==> config.mk <==
export PLATFORM = sky130hd
export DESIGN_NAME = spi_flash_rd_wb
export DESIGN_NICKNAME = d
export VERILOG_FILES = /design/src/rtl/spi_flash_rd_wb.sv
export SDC_FILE = /design/constraint.sdc
export NUM_CORES = 1
export LEC_CHECK = 0
export ABC_AREA = 1
export CAP_MARGIN = 20
export CELL_PAD_IN_SITES_DETAIL_PLACEMENT = 0
export CELL_PAD_IN_SITES_GLOBAL_PLACEMENT = 1
export CORE_MARGIN = 10
export CORE_UTILIZATION = 37
export CTS_CLUSTER_SIZE = 40
export DETAILED_ROUTE_END_ITERATION = 10
export GPL_ROUTABILITY_DRIVEN = 0
export PLACE_DENSITY_LB_ADDON = 0.3
export SYNTH_ARGS = -nofsm -noshare
export SYNTH_HDL_FRONTEND = slang
export SYNTH_SLANG_ARGS = --single-unit
==> constraint.sdc <==
create_clock -name clock -period 3.7 [get_ports clock]
set_input_delay 0.37 -clock clock [delete_from_list [all_inputs] [get_ports clock]]
set_output_delay 0.37 -clock clock [all_outputs]
set_load 0.02 [all_outputs]
==> src/rtl/spi_flash_rd_wb.sv <==
// Read-only Wishbone slave: every word read becomes one SPI READ (0x03) transaction
// (command, 24-bit byte address, four data bytes) on an SPI mode-0 serial flash.
module spi_flash_rd_wb #(
  parameter int CLK_DIV  = 1,
  parameter int FLASH_AW = 24
) (
  input  logic        clock,
  input  logic        reset,
  input  logic [31:0] wb_adr,
  input  logic [31:0] wb_dat_w,
  input  logic [3:0]  wb_sel,
  input  logic        wb_cyc,
  input  logic        wb_stb,
  input  logic        wb_we,
  output logic [31:0] wb_dat_r,
  output logic        wb_ack,
  output logic        wb_err,
  output logic        flash_sck,
  output logic        flash_csn,
  output logic        flash_sdo,
  input  logic        flash_sdi
);

  localparam int DIV_W = $clog2(CLK_DIV) + 1;
  localparam logic [DIV_W-1:0] DIV_LAST = DIV_W'(CLK_DIV - 1);
  localparam logic [DIV_W-1:0] DIV_ONE  = DIV_W'(1'b1);
  localparam logic [6:0]       BIT_LAST = 7'd63;

  typedef enum logic [1:0] {
    IDLE  = 2'd0,
    SHIFT = 2'd1,
    DONE  = 2'd2,
    ERR   = 2'd3
  } state_t;

  state_t           state_r;
  logic [DIV_W-1:0] div_r;
  logic [6:0]       bit_r;
  logic [31:0]      shift_r;
  logic [31:0]      rx_r;
  logic [31:0]      cmd_s;
  logic             req_s;
  logic             unused_s;

  // The flash returns the lowest-addressed byte first; the bus word is little-endian.
  function automatic logic [31:0] byte_swap(input logic [31:0] w);
    return {w[7:0], w[15:8], w[23:16], w[31:24]};
  endfunction

  assign req_s    = wb_cyc & wb_stb & ~wb_ack & ~wb_err;
  assign cmd_s    = {8'h03, wb_adr[FLASH_AW-1:2], 2'b00};
  assign unused_s = ^{wb_dat_w, wb_sel, wb_adr[31:FLASH_AW], wb_adr[1:0]};

  // Transaction sequencer: bus handshake, SCK/CSN generation and both shift registers.
  always_ff @(posedge clock or posedge reset) begin
    if (reset) begin
      state_r   <= IDLE;
      div_r     <= '0;
      bit_r     <= 7'd0;
      shift_r   <= 32'h0;
      rx_r      <= 32'h0;
      wb_dat_r  <= 32'h0;
      wb_ack    <= 1'b0;
      wb_err    <= 1'b0;
      flash_sck <= 1'b0;
      flash_csn <= 1'b1;
      flash_sdo <= 1'b0;
    end else begin
      case (state_r)
        IDLE: begin
          wb_ack <= 1'b0;
          wb_err <= 1'b0;
          if (req_s && wb_we) begin
            wb_err  <= 1'b1;
            state_r <= ERR;
          end else if (req_s) begin
            // First bit goes out together with the CSN fall; shift_r holds the rest.
            flash_sdo <= cmd_s[31];
            shift_r   <= {cmd_s[30:0], 1'b0};
            flash_csn <= 1'b0;
            flash_sck <= 1'b0;
            div_r     <= '0;
            bit_r     <= 7'd0;
            state_r   <= SHIFT;
          end else begin
            state_r <= IDLE;
          end
        end
        SHIFT: begin
          if (!wb_cyc) begin
            flash_csn <= 1'b1;
            flash_sck <= 1'b0;
            flash_sdo <= 1'b0;
            state_r   <= IDLE;
          end else if (div_r != DIV_LAST) begin
            div_r <= div_r + DIV_ONE;
          end else begin
            div_r <= '0;
            if (!flash_sck) begin
              flash_sck <= 1'b1;
              rx_r      <= {rx_r[30:0], flash_sdi};
            end else if (bit_r == BIT_LAST) begin
              flash_sck <= 1'b0;
              flash_csn <= 1'b1;
              flash_sdo <= 1'b0;
              wb_ack    <= 1'b1;
              wb_dat_r  <= byte_swap(rx_r);
              state_r   <= DONE;
            end else begin
              flash_sck <= 1'b0;
              flash_sdo <= shift_r[31];
              shift_r   <= {shift_r[30:0], 1'b0};
              bit_r     <= bit_r + 7'd1;
            end
          end
        end
        DONE: begin
          wb_ack  <= 1'b0;
          state_r <= IDLE;
        end
        ERR: begin
          wb_err  <= 1'b0;
          state_r <= IDLE;
        end
        default: begin
          flash_csn <= 1'b1;
          flash_sck <= 1'b0;
          state_r   <= IDLE;
        end
      endcase
    end
  end

endmodule
==> run summary <==
The core region is 0.01314 mm2. Setup repair after global routing left no endpoint under its margin. The leakage power figure came out at around 3.1 nW.

The worst setup path is launched from a register. The classification of the worst-slack hold path is register to register. After synthesis, the cell types taking the most area are dfrtp_1 54%, nand2_1 22%, inv_1 5.9%, nand4_1 4.3%, o21ai_1 3.1%. TritonCTS built the clock tree. The slack of the worst reg-to-reg path is 1280 ps. The Yosys warning count is 0. The initial utilization of the core area, before any placement, comes to 37.52%.

The initial antenna violation count came to 0. The cell type with the highest aggregate area in the netlist is dfrtp_1. The final setup skew is about 4.7 ps.

Summed over all layers, the routed wires come to between 10 and 15 mm. After clock tree synthesis, the flow added hold-fix buffers numbering 0. The number of cells on the worst hold path is 2. The transition time at the pin with the least slew margin came out at approximately 990 ps. The final number of hold-violating endpoints came out at 0. In this run the count of I/O pins placed on the die edge is 111. The total chip power is 3.066 mW. The endpoint identified for the worst register-to-register timing path is shift_r[18]. The overall die height came out at 135.4 um. The worst hold path begins at shift_r[25]. In the synthesized netlist, the number of instances is roughly 620. The number of buffers inserted to repair setup after CTS is 0.

Detailed placement ended at an HPWL of between 6 and 7 mm. The count of final max-slew check failures was 0. In this run the clock root is driven by a clkbuf_16. The number of max-cap violations came out at 0. The worst setup path is captured at a register.

The global-route track usage on met3 came out at approximately 2.3%. In this run, CTS created clock tree buffers numbering 9. The total power per unit cell area is approximately 510 mW/mm2. The flip-flop and latch count after synthesis came out at 107.

The overall global routing resource usage is between 10% and 20%. The number of antenna diodes came out at 0. For this run the aggregate overflow at the end of global routing stands at 0. The start of the worst register-to-register path is state_r[1]. The first-pass GRT wire length is 18.60 mm.

IR analysis of the VDD net gives a maximum drop of 0.2437 mV. The area of the die is ~0.018 mm2. The net count after synthesis came out at 698.

Prior to clock tree synthesis, the placed netlist has a worst setup slack of roughly 1100 ps. The final setup TNS came out at 0 ps. Each instance of the synthesized netlist takes up on average around 8 um2.

The met1 usage is between 10% and 20%. In this run the tightest slew margin relative to its limit is between 30% and 40%. The global routing stage identified its most utilized layer as met2. The die boundary width came out at around 140 um. The data required time at the worst endpoint came out at a little under 4000 ps. The maximum buffer depth of the clock tree came out at 2. The tightest hold path in the finished design has a slack of ~470 ps. The flow ran to the end, and the final reports show no timing, DRC or antenna violations.

The biggest fanout along the worst timing path is 36. In the routed design, unresolved DRC markers number 0. The total setup violations reported at the end of the flow is 0. The worst path setup slack after routing is 1279 ps.

Clock tree synthesis found a total of 107 sinks. The count of buffers from port buffering is 64. For this run, the detailed router's first-pass iteration total came to 4. The worst reg2reg path depth is 7. The post-route clock period utilization came out at 65.44%.

The number of global-route vias before repair is 3929. Derived from the worst setup path, the maximum achievable clock frequency is 413.0 MHz. The average detailed-routed wire length per instance came out at between 10 and 15 um.

The netlist area before placement came out at approximately 0.0049 mm2. The average via count per standard cell is roughly 4.6. Synthesis instantiated 29 different standard cells from the library. The clock insertion delay at the later pin of the skew report came out at roughly 350 ps.

The routed via count is about 3900. In the final design database the tool counted 749 nets. By startpoint and endpoint, the worst setup path is classified as register to register. The maximum number of pins on one net before global-route repair is between 60 and 70.

The growth of design area from synthesis to finish came out at 21.14%. The initialized floorplan defines 42 standard-cell rows. The number of nets with antenna violations after routing came out at 0. The worst hold path terminates at shift_r[25]. The met2 layer usage reported by global route came out at a little over a fifth. Gates resized during post-CTS repair numbered 0.

The H-tree depth is 3. The final critical-path required period came out at 2421 ps. The share of post-route cells with drive strength above 1 came out at 5.490%.

The area share of the leading cell type in the synthesized netlist is a little over half. The share of the Yosys chip area taken by registers is between 50% and 60%. The number of violations reported at the end of detailed-routing iteration 0 is between 200 and 250.

The clock transition at the registers of the reported paths came out at approximately 70 ps. The worst endpoint data arrival time came out at about 2700 ps.
-- cells in the mapped netlist, drive strengths merged --
cell type	n
clkbuf	16
ha	5
nand3	9
a21oi	4
nor3	1
nand2	288
inv	79
or2	3
nor2	14
nand4	34
buf	13
o41ai	1
clkinv	1
o21bai	1
o21ai	42
dfrtp	106
o21a	1
dfstp	1
-- power breakdown --
part	switching, mW	leakage (nW)	total (mW)	internal, mW
registers	0.121	1.28	1.48	1.36
clock network	0.419	0.148	0.956	0.537
logic	0.413	1.69	0.633	0.220
-- cells in the final DEF (no fill, tap or decap), drive strengths merged, types with 3 or more instances in the layout --
cell / synthesis / layout
o21ai: 42 / 42
nor2: 14 / 14
dfrtp: 106 / 106
inv: 79 / 79
or2: 3 / 3
clkdlybuf4s50: 0 / 64
clkinv: 1 / 5
nand3: 9 / 9
ha: 5 / 5
a21oi: 4 / 4
buf: 13 / 5
clkbuf: 16 / 10
nand4: 34 / 34
nand2: 288 / 288
-- state kept, by name, summed over array words and instances (netlist names), 2 cells and up --
name	cells
wb_dat_r	32
rx_r	32
bit_r	7
state_r	2
shift_r	29
-- per-stage QoR --
step                      std cells  utilization (%)  area, um2
after CTS                       850            45.46       5972
after detailed placement        835            43.23       5679
final                           850            45.46       5972
after global routing            850            45.46       5972
after floorplan                 619                -       4930
after global placement          835            43.23       5679
-- worst max-delay path: stages, from the launching register on --
cell	delay, ps
dfrtp_1	380
inv_1	90
ha_1	330
nand2_1	120
buf_4	360
nand3_2	670
nand2_1	250
nand2_1	80
-- layout make-up --
cell class                      count  area, um2
Multi-Input combinational cell    403       1785
Timing Repair Buffer               69      690.7
Inverter                           80      304.0
Tap cell                          176      220.2
Clock inverter                      5      53.80
Sequential cell                   107       2679
Fill cell                        1379       7166
Clock buffer                       10      239.0
-- cells by family after synthesis --
logic type,share of synthesized area [%]
buf+inv,9.492
simple gates,29.67
compound gates,5.229
fa+ha+maj,1.269
flops,54.34
-- layer usage --
layer | part of all wire [%] | routed length, um | vias to the layer above
li1 | - | - | 2001
met1 | 46 | 4938 | 1815
met2 | 48 | 5095 | 62
met3 | 3.8 | 402 | 10
met4 | 2.0 | 209 | 0
met5 | 0 | 0 | -
-- how the worst max path moves through the flow --
| stage | end | startpoint |
|---|---|---|
| CTS | shift_r[18] | state_r[1] |
| detailed placement | shift_r[26] | wb_cyc |
| global route | shift_r[18] | state_r[1] |
| finish | shift_r[18] | state_r[1] |
| floorplan | bit_r[0] | reset |
| global placement | shift_r[16] | wb_cyc |
No activity file was read; power rests on OpenSTA's default activity.
==> variant 1 (same flow settings) <==
Encoding of `state_t`: now one-hot (4 bits for 4 states).
--- a/src/rtl/spi_flash_rd_wb.sv
+++ b/src/rtl/spi_flash_rd_wb.sv
@@ -26,11 +26,11 @@
   localparam logic [DIV_W-1:0] DIV_ONE  = DIV_W'(1'b1);
   localparam logic [6:0]       BIT_LAST = 7'd63;
 
-  typedef enum logic [1:0] {
-    IDLE  = 2'd0,
-    SHIFT = 2'd1,
-    DONE  = 2'd2,
-    ERR   = 2'd3
+  typedef enum logic [3:0] {
+    IDLE  = 4'b0001,
+    SHIFT = 4'b0010,
+    DONE  = 4'b0100,
+    ERR   = 4'b1000
   } state_t;
 
   state_t           state_r;
Behaviour: no difference found for any inputs over 10 cycles, from zero or initial values and one cycle with reset high; not proved beyond that.
==> variant 1 against the unedited design <==
Sequential cell count is 2 higher. Clock skew is 0.0038 ns higher. Highest routed layer unchanged. Setup slack better by 0.11 ns. Synthesized area is 1.1% lower. Design area is 1.0% lower. Sequential share of layout area is 1.3 points higher. Wire length is 7.1% lower. Global-route usage is 0.88 points lower. Die area is 0.97% lower.
Power is not compared: it rests on default switching activity, and its combinational part moved more than twofold at a synthesized area within 25%.
==> variant 1: results (changes against the unedited design) <==
================================================================================
Worst max-slew margin expressed relative to the limit                     45.75%   was 33.88%
Area share of fa/ha/maj cells after synthesis                            0.2567%   was 1.269%
Total global-route track usage                                            11.35%   was 12.23%
Starting DRT DRC Count                                                       208   was 244
Fraction of final layout cells with drive strength greater than 1         9.561%   was 5.490%
Worst slack on hold paths                                              0.3978 ns   was 0.4708 ns
Count of filler cells inserted in the layout                               1,255   was 1,379
R2r setup slk                                                            1.39 ns   was 1.28 ns
Maximum cell stage delay along the critical path                         0.60 ns   was 0.67 ns
Beginning of the worst register-to-register path                    state_r[0]$_DFFE_PP1P_   was state_r[1]$_DFFE_PP0P_
Compound-cell area share of the yosys netlist                             9.320%   was 5.228%
Post-Syn Area per Cell                                                 8.402 um2   was 7.964 um2
Vias in the first global route                                             3,473   was 3,929
Largest net degree at the start of global routing                             75   was 65
Cells taking the most area after synthesis                          dfrtp_1 55%, nand2_1 21%, o21ai_2 4.1%   was dfrtp_1 54%, nand2_1 22%, inv_1 5.9%
Post-synth net total                                                         655   was 698
Most numerous cell types in the synthesized netlist                 268 x nand2_1, 107 x dfrtp_1, 53 x inv_1   was 285 x nand2_1, 106 x dfrtp_1, 78 x inv_1
Worst min-delay path class                                              in2async   was reg2reg
Mean number of vias per cell                                               4.425   was 4.574
Met2 wire length                                                        4.502 mm   was 5.095 mm
Total Nets Final                                                             708   was 749
DP Wirelength                                                           6.393 mm   was 6.614 mm
Outcome                                                             finished, final reports clean   unchanged
DR vias                                                                    3,584   was 3,888
Wire length on met3                                                       708 um   was 402 um
Cell at the slowest stage of the critical path                             buf_4   was nand3_2
Wire length after detailed routing                                      9.888 mm   was 10.65 mm
Total instance count after detailed placement                                793   was 835
Peak fanout along the critical path                                           65   was 36
================================================================================
[variant 1: cell types whose count changed after synthesis, moves of 6 or more]
cell	change
o21ai_1	-12
clkbuf_1	-11
o21ai_0	+15
nand2_1	-17
buf_6	+6
nor2_1	+11
nand4_1	-34
o21ai_2	+22
inv_1	-25
[variant 1: layer usage]
layer	GRT usage, %	up-vias
li1	-	1871
met1	14.13	1639
met2	17.45	65
met3	4.266	9
met4	4.353	0
met5	0	-
[variant 1: final cells by class]
cell class                      count  area, um2  area share [%]
Clock buffer                       11      242.7           4.106
Clock inverter                      5      82.58           1.397
Inverter                           55      209.0           3.534
Multi-Input combinational cell    391       1744           29.50
Sequential cell                   109       2730           46.18
Tap cell                          172      215.2           3.640
Timing Repair Buffer               67      688.2           11.64
[variant 1: through the flow]
| step | total power [uW] | setup WS, ns |
|---|---|---|
| 4_1_cts | 2712 | 1.170 |
| 2_1_floorplan | 1580 | 0.4594 |
| 5_1_grt | 2815 | 1.160 |
| 6_report | 2677 | 1.385 |
| 3_3_place_gp | 1653 | 1.265 |
| 3_5_place_dp | 1662 | 1.184 |
[variant 1: worst max path at each step]
stage                                         end  depth (start not counted)  slack, ns
after floorplan              bit_r[0]$_DFFE_PP0P_                          1       0.46
after global placement      flash_sck$_DFFE_PP0P_                          5       1.27
after global routing      wb_dat_r[7]$_DFFE_PP0P_                          8       1.16
after detailed placement      rx_r[7]$_DFFE_PP0P_                          5       1.18
after CTS                     rx_r[7]$_DFFE_PP0P_                          5       1.17
final                     wb_dat_r[7]$_DFFE_PP0P_                          8       1.39
[variant 1: power groups by stage]
stage	Combinational [uW]	Clock, uW	Sequential [uW]
global placement	275	0	1380
CTS	281	1070	1360
detailed placement	279	0	1380
finish	273	1040	1360
floorplan	204	0	1380
global route	319	1120	1380
[variant 1: logic make-up (layout without fill, tap and decap cells)]
group | after synthesis | in the layout
buf+inv | 80 | 138
xor+xnor | 2 | 2
simple gates | 315 | 315
flops | 109 | 109
fa+ha+maj | 1 | 1
compound gates | 73 | 73
==> variant 2 (config.mk and constraints unchanged) <==
Made on the original files. Make the reset (`reset`) synchronous in one clocked block.
--- a/src/rtl/spi_flash_rd_wb.sv
+++ b/src/rtl/spi_flash_rd_wb.sv
@@ -52,7 +52,7 @@
   assign unused_s = ^{wb_dat_w, wb_sel, wb_adr[31:FLASH_AW], wb_adr[1:0]};
 
   // Transaction sequencer: bus handshake, SCK/CSN generation and both shift registers.
-  always_ff @(posedge clock or posedge reset) begin
+  always_ff @(posedge clock) begin
     if (reset) begin
       state_r   <= IDLE;
       div_r     <= '0;
Behaviour: differs if reset is asserted again (counterexample within 4 cycles, from zero or initial values and one cycle with reset high); with reset held inactive, the same outputs for 10 cycles.
==> variant 2 against the unedited design <==
Sequential cell count unchanged. Setup slack worse by 0.15 ns. Critical path depth grew 2. Wire length shrank 8.6%. Sequential share of layout area fell by 5.5 points. Count of clock-buffer cells in the layout is the same. Highest routed layer unchanged. Sequential power is 13% lower. Total power is 9.8% lower. Combinational power down 27%. Worst hold slack worse by 0.026 ns. Die area shrank 8.6%. Design area decreased by 8.8%. Via count down 3.4%. Critical endpoint is now shift_r[16]$_SDFFE_PP0P_. Synthesized area decreased by 10%.
==> variant 2: results (changes against the unedited design) <==
=================================================================================
Sequential power                                                          1290 uW   was 1480 uW
Beginning of the worst register-to-register path                     state_r[1]$_SDFFE_PP0P_   was state_r[1]$_DFFE_PP0P_
Met3 GRT Util                                                              4.282%   was 2.300%
Mean number of vias per cell                                                4.841   was 4.574
Post-synth net total                                                          661   was 698
Sequential-to-total area share from yosys stat                             48.31%   was 54.34%
Fraction of synthesis flops using an asynchronous set or reset pin             0%   was 100.0%
Met2 wire length                                                         4.291 mm   was 5.095 mm
Most numerous cell types in the synthesized netlist                  124 x nor2_1, 107 x dfxtp_1, 71 x o21ai_0   was 285 x nand2_1, 106 x dfrtp_1, 78 x inv_1
Global-route wire length before repair                                   16.64 mm   was 18.60 mm
Total Nets Final                                                              707   was 749
Number of cells in the finished layout apart from fillers                     776   was 850
DP Wirelength                                                            6.479 mm   was 6.614 mm
Setup crit end                                                       shift_r[16]$_SDFFE_PP0P_   was shift_r[18]$_DFFE_PP0P_
Wire length after detailed routing                                       9.727 mm   was 10.65 mm
Switching power total                                                    788.5 uW   was 952.4 uW
Leak pwr                                                              0.002194 uW   was 0.003119 uW
Depth of the worst register-to-register path                                    9   was 7
Total instance count after detailed placement                                 760   was 835
Maximum cell stage delay along the critical path                          0.46 ns   was 0.67 ns
Wire length on met3                                                        582 um   was 402 um
Setup slack after placement                                              1.048 ns   was 1.145 ns
R2r setup slk                                                             1.13 ns   was 1.28 ns
Cells taking the most area after synthesis                           dfxtp_1 48%, nor2_1 10%, o21ai_0 8.0%   was dfrtp_1 54%, nand2_1 22%, inv_1 5.9%
Cell at the slowest stage of the critical path                              inv_2   was nand3_2
Layout Skew                                                           0.006309 ns   was 0.004675 ns
Instance area at placement                                               5127 um2   was 5679 um2
Outcome                                                              finished, final reports clean   unchanged
Met2 routing resource usage after global routing                           19.81%   was 20.89%
Total global-route track usage                                             11.85%   was 12.23%
Transition time at the pin with the least slew margin                   0.6289 ns   was 0.9907 ns
Starting DRT DRC Count                                                        237   was 244
=================================================================================
==> variant 2: how the worst min path moves through the flow <==
stage,endpoint,from,slack (ns)
3_3_place_gp,bit_r[6]$_SDFFE_PP0P_,bit_r[6]$_SDFFE_PP0P_,0.43
5_1_grt,wb_dat_r[11]$_SDFFE_PP0P_,wb_dat_r[11]$_SDFFE_PP0P_,0.47
2_1_floorplan,bit_r[6]$_SDFFE_PP0P_,bit_r[6]$_SDFFE_PP0P_,0.42
4_1_cts,wb_dat_r[27]$_SDFFE_PP0P_,wb_dat_r[27]$_SDFFE_PP0P_,0.45
6_report,wb_dat_r[12]$_SDFFE_PP0P_,wb_dat_r[12]$_SDFFE_PP0P_,0.45
3_5_place_dp,wb_dat_r[27]$_SDFFE_PP0P_,wb_dat_r[27]$_SDFFE_PP0P_,0.44
==> variant 2: layout make-up <==
cell class                      instances  area (um2)  share of cell area [%]
Sequential cell                       107        2142                   39.34
Multi-Input combinational cell        381        1899                   34.88
Tap cell                              143       178.9                   3.286
Timing Repair Buffer                   70       685.7                   12.59
Inverter                               59       221.5                   4.067
Clock inverter                          6       78.83                   1.448
Clock buffer                           10       239.0                   4.389
==> variant 2: metrics by stage <==
stage,utilization (%),hold slack (ns)
finish,47.08,0.4451
global route,47.08,0.4653
CTS,47.08,0.4493
detailed placement,44.34,0.4376
global placement,44.34,0.4312
floorplan,-,0.4215
==> variant 2: cells by family (layout without fill, tap and decap cells) <==
group	count (synthesis)	after routing	synth area share, %
AND/OR/NAND/NOR	231	231	22.43
AO/OA/AOI/OAI	123	123	14.05
flip-flops	107	107	48.31
buffers and inverters	94	145	8.860
multiplexers	21	21	4.740
adder cells (fa/ha/maj)	5	5	1.411
XOR/XNOR	1	1	0.1976
